## src/rtl/decoder_proj_pkg.sv

```systemverilog
// decoder_proj_pkg: shared constants and state type for the decoder input path.
package decoder_proj_pkg;
    localparam int CODE_W = 7;
    localparam int DEBOUNCE_DEFAULT = 4;
    typedef enum logic {IN_IDLE, IN_PEND} in_state_t;
endpackage

```

## src/rtl/decoder_in_sync.sv

```systemverilog
// decoder_in_sync: two-flop synchroniser for an asynchronous pad bus.
module decoder_in_sync #(
    parameter int WIDTH = 1
) (
    input  logic             clock,
    input  logic             reset,
    input  logic [WIDTH-1:0] d,
    output logic [WIDTH-1:0] q
);
    logic [WIDTH-1:0] sync1;

    always_ff @(posedge clock or posedge reset) begin
        if (reset) begin
            sync1 <= '0;
            q     <= '0;
        end else begin
            sync1 <= d;
            q     <= sync1;
        end
    end
endmodule

```

## src/rtl/decoder_in_stage.sv

```systemverilog
// decoder_in_stage: synchronise and debounce the pad bus, hand each new stable code to the decoder.
module decoder_in_stage
    import decoder_proj_pkg::*;
#(
    parameter int WIDTH           = CODE_W,
    parameter int DEBOUNCE_CYCLES = DEBOUNCE_DEFAULT
) (
    input  logic             clock,
    input  logic             reset,
    input  logic [WIDTH-1:0] raw_in,
    output logic [WIDTH-1:0] code_out,
    output logic             code_valid,
    input  logic             code_ready,
    output logic             overrun
);
    localparam int CW = DEBOUNCE_CYCLES > 1 ? $clog2(DEBOUNCE_CYCLES) : 1;
    localparam logic [CW-1:0] CNT_MAX = CW'(DEBOUNCE_CYCLES - 1);

    logic [WIDTH-1:0] sync2, cand, accepted;
    logic [CW-1:0] cnt;
    logic acc_vld, stable, load, set_ovr;
    in_state_t state, state_next;

    decoder_in_sync #(.WIDTH(WIDTH)) u_sync (
        .clock(clock),
        .reset(reset),
        .d    (raw_in),
        .q    (sync2)
    );

    // A code already handed over is never re-offered until a different one intervenes.
    assign stable     = cnt == CNT_MAX && sync2 == cand && (!acc_vld || cand != accepted);
    assign code_valid = state == IN_PEND;

    always_comb begin
        load       = stable && (state == IN_IDLE || code_ready);
        set_ovr    = stable && state == IN_PEND && !code_ready;
        state_next = load ? IN_PEND : (state == IN_PEND && code_ready) ? IN_IDLE : state;
    end

    always_ff @(posedge clock or posedge reset) begin
        if (reset) begin
            cand <= '0;
            cnt  <= '0;
        end else if (sync2 != cand) begin
            cand <= sync2;
            cnt  <= '0;
        end else if (cnt != CNT_MAX) begin
            cnt <= cnt + 1'b1;
        end
    end

    always_ff @(posedge clock or posedge reset) begin
        if (reset) state <= IN_IDLE;
        else       state <= state_next;
    end

    always_ff @(posedge clock or posedge reset) begin
        if (reset) begin
            code_out <= '0;
            accepted <= '0;
            acc_vld  <= 1'b0;
            overrun  <= 1'b0;
        end else begin
            if (load) begin
                code_out <= cand;
                accepted <= cand;
                acc_vld  <= 1'b1;
            end
            if (set_ovr) overrun <= 1'b1;
        end
    end
endmodule
```

## config.mk

```make
export PLATFORM = sky130hd
export DESIGN_NAME = decoder_in_stage
export DESIGN_NICKNAME = d
export VERILOG_FILES = /design/src/rtl/decoder_proj_pkg.sv /design/src/rtl/decoder_in_sync.sv /design/src/rtl/decoder_in_stage.sv
export SDC_FILE = /design/constraint.sdc
export NUM_CORES = 1
export LEC_CHECK = 0
export CORE_MARGIN = 3
export CORE_UTILIZATION = 42
export CTS_CLUSTER_DIAMETER = 100
export CTS_CLUSTER_SIZE = 20
export DETAILED_ROUTE_END_ITERATION = 8
export GPL_TIMING_DRIVEN = 0
export PLACE_DENSITY = 0.67
export REMOVE_ABC_BUFFERS = 1
export SYNTH_ARGS = -nofsm -noshare
export SYNTH_HDL_FRONTEND = slang
export SYNTH_SLANG_ARGS = --single-unit
export TNS_END_PERCENT = 10
```

## constraint.sdc

```tcl
create_clock -name clock -period 2.15 [get_ports clock]
set_clock_uncertainty 0.2 [all_clocks]
set_input_delay 0.215 -clock clock [delete_from_list [all_inputs] [get_ports clock]]
set_output_delay 0.215 -clock clock [all_outputs]
set_load 0.1 [all_outputs]
```

==> impl_summary.log, run 1 <==
[metrics] Bufs and invs on worst path: 1
[metrics] total of flip-flops plus latches after synthesis: 33
[metrics] part of the power in registers: 61.1%
[metrics] average instance area after synthesis: 15.1 um2
[metrics] largest net degree at the start of global routing: 34
[metrics] total power per unit cell area: 736 nW/um2
[metrics] number of rows created at floorplan: 18
[metrics] x dimension of the die: 59.7 um
[metrics] overall power of the completed layout: 1.07 mW
[metrics] end-of-flow core utilization: 55.7%
[metrics] worst-case vdd ir drop: 569 uV
[metrics] fraction of layout cells with a size suffix above 1: 19.2%
[metrics] CTS HTree Levels: 2
[metrics] final critical-path share of the clock period: 93.8%
[metrics] unrepaired setup endpoints after global routing: false
[metrics] wire length reported by the detailed router: 1620 um
[metrics] slowest cell on the critical path: dlygate4sd2_1
[metrics] CP max stage delay: 0.87 ns
[metrics] top cells by area in the synthesized netlist: dfrtp_1, xnor2_1, mux2_2
[metrics] Synthesis Warnings: 0
[metrics] initial antenna violation count: 0
[metrics] status: finished, final reports clean
[metrics] total routing resource utilization after global routing: 12.0%
[metrics] proportion of synthesized chip area in sequential cells: 68.3%
[metrics] post-detailed-route via-to-cell ratio: 4.94
[metrics] sum of negative setup slack: 0 ns
[metrics] final net count: 109
[metrics] fin cells: 129
[metrics] I/O pin count: 19
[metrics] Cell Count Post-Placement: 121
[metrics] area taken by multi-input logic gates: 354 um2
[metrics] Maximum Capacitance Violations: 0
[metrics] number of buffers inserted for hold repair after clock tree synthesis: 0
[metrics] aggregate global routing overflow: 0
[metrics] Clock Tree Root: clkbuf_4
[metrics] Sw Ratio: 22.7%
[metrics] remaining number of nets flagged by the antenna check after routing: 0
[metrics] count of final setup violators: 0
[metrics] buffers from clock root to sink, at most: 2
[metrics] clock tree from TritonCTS: built
[metrics] Max Fanout on Critical Path: 3
[metrics] required time of the critical path: 1.74 ns
[metrics] achievable frequency: 496 MHz
[metrics] post-layout min period: 2.02 ns
[metrics] post-layout instance area: 1460 um2
[metrics] Crit path max-delay family: buffers and inverters
[metrics] Worst-path clk slew: 0.10 ns
[metrics] Worst Setup Start Kind: flop
[metrics] netlist area before placement: 1210 um2
[metrics] combinational power share: 5.0%
[metrics] per-cell routed wire length: 12.5 um
[metrics] number of instances in the synthesized netlist: 80
[metrics] number of sinks on the clock net: 33
[metrics] final count of hold timing violations: 0
[metrics] part of the power in the clock network: 33.9%
[metrics] FF+latch area: 826 um2
[metrics] die area: 3560 um2
[metrics] HPWL Detailed: 1170 um
[metrics] post-placement cell area: 1400 um2
[metrics] slew at the pin closest to its max-slew limit: 1.17 ns
[metrics] switching component of the power: 243 uW
[metrics] most common library cell in the layout ignoring fill and taps: dfrtp_1
[metrics] layout filler cell count: 227
[metrics] wire length of the first global-routing pass: 2970 um
[metrics] classification of the worst-slack hold path: in -> reg
[metrics] number of global-route vias before repair: 686
[metrics] final max-slew violation count: 0
[metrics] Register-to-Register Setup Slack: 0.36 ns
[metrics] CORE AREA: 2610 um2
[metrics] type of the worst setup path: reg -> out
[metrics] Post CTS Setup Buffer Count: 0
[metrics] synthesis-to-layout area growth: 20.3%
[metrics] detailed-route via count: 637
[metrics] headroom to the max-slew limit: 21.6%
[metrics] cell leakage power: 0.744 nW
[metrics] Synth area leader: dfrtp_1
[metrics] internal power summed over all cells: 828 uW
[metrics] commonest cells after routing, fill and taps aside: dfrtp_1, xnor2_1, clkdlybuf4s50_1, dlygate4sd2_1, mux2_2
[metrics] Critical Path End Type: output port
[metrics] post-synthesis cell type count: 18
[metrics] number of CTS-inserted buffers: 5
[metrics] input/output buffers: 18
[metrics] clock latency reported for the late side of the worst-skew pair: 0.33 ns
[metrics] Initial DRT Pass Iterations: 2
[metrics] Critical Path AT: 1.60 ns
[metrics] Die Span Y: 59.7 um
[metrics] ant diodes: 0
[metrics] fraction of post-synthesis cell area in the top cell type by area: 68.3%
[metrics] ordered cell list for the critical path: dlygate4sd2_1
[metrics] starting density of the core: 46.3%
[metrics] routability cong.: 0.697
[metrics] drt initial violations: 1
[metrics] drt drc: 0
## registers in the layout (all words and copies together) (netlist names)
signal,count
cnt,2
u_sync.q,7
overrun,1
u_sync.sync1,7
cand,7
acc_vld,1
code_valid,1
accepted,7
## timing repair
item                                    4_1_cts  5_1_grt
endpoints found under the setup margin        9        0
gates resized for setup                       9        0
endpoints found under the hold margin         0        0
## layout make-up
type	instances	area share, %
Clock buffer	6	3.53
Clock inverter	2	0.946
Inverter	1	0.258
Multi-Input combinational cell	39	24.3
Sequential cell	33	56.7
Tap cell	30	2.58
Timing Repair Buffer	18	11.6
## routing by layer
| metal | track usage (%) | routed length (um) | part of all wire, % |
|---|---|---|---|
| met1 | 12.3 | 639 | 39 |
| met2 | 19.4 | 819 | 51 |
| met3 | 4.54 | 105 | 6.5 |
| met4 | 9.49 | 53 | 3.3 |
| met5 | 0 | 0 | 0 |
## path summary, 6_finish.rpt
check | from | end | cells past startpoint
setup / recovery | accepted[3] | code_out[3] | 1
hold / removal | raw_in[2] | u_sync.sync1[2] | 1
setup reg to reg | cand[4] | overrun | 5
hold reg to reg | u_sync.sync1[1] | u_sync.q[1] | 0
max in group asynchronous | reset | accepted[0] | 2
min in group asynchronous | reset | cand[6] | 2
## power groups by stage
stage	sequential, mW	clock, mW	combinational, mW
after floorplan	0.663	0	0.0334
after global placement	0.665	0	0.0548
after detailed placement	0.667	0	0.0554
after CTS	0.654	0.384	0.0559
after global routing	0.658	0.420	0.0597
final	0.654	0.363	0.0536
## cells in the mapped netlist
library cell	n
and4bb_2	1
nor4_4	1
mux2i_1	1
ha_1	1
a31o_2	1
nor2b_1	1
dfrtp_1	33
a21o_1	1
nand3b_4	1
xnor2_1	10
nand2_1	1
mux2_2	7
clkbuf_1	7
nand4_1	3
inv_1	1
nor2_1	4
or2b_1	1
xor2_1	5
## logic make-up after synthesis
| family | after synthesis | synth area share [%] |
|---|---|---|
| AND/OR/NAND/NOR | 13 | 8.69 |
| adder cells (fa/ha/maj) | 1 | 1.03 |
| buffers and inverters | 8 | 2.48 |
| AO/OA/AOI/OAI | 2 | 1.34 |
| multiplexers | 8 | 7.34 |
| flip-flops | 33 | 68.3 |
| XOR/XNOR | 15 | 10.9 |
## metrics by stage
stage               hold slack [ns]  worst slack, ns
global route                 0.0784           0.0513
detailed placement            0.135            0.210
floorplan                    0.0464          -0.0470
global placement              0.133            0.218
CTS                          0.0900            0.105
finish                        0.109            0.134
Power figures use the tool's default switching activity.
==> run 2: changes to the inputs <==
--- a/config.mk
+++ b/config.mk
@@ -16,4 +16,3 @@
 export SYNTH_ARGS = -nofsm -noshare
 export SYNTH_HDL_FRONTEND = slang
 export SYNTH_SLANG_ARGS = --single-unit
-export TNS_END_PERCENT = 10
==> results of run 2 <==
Final layout, timing and power as in run 1 (identical DEF).
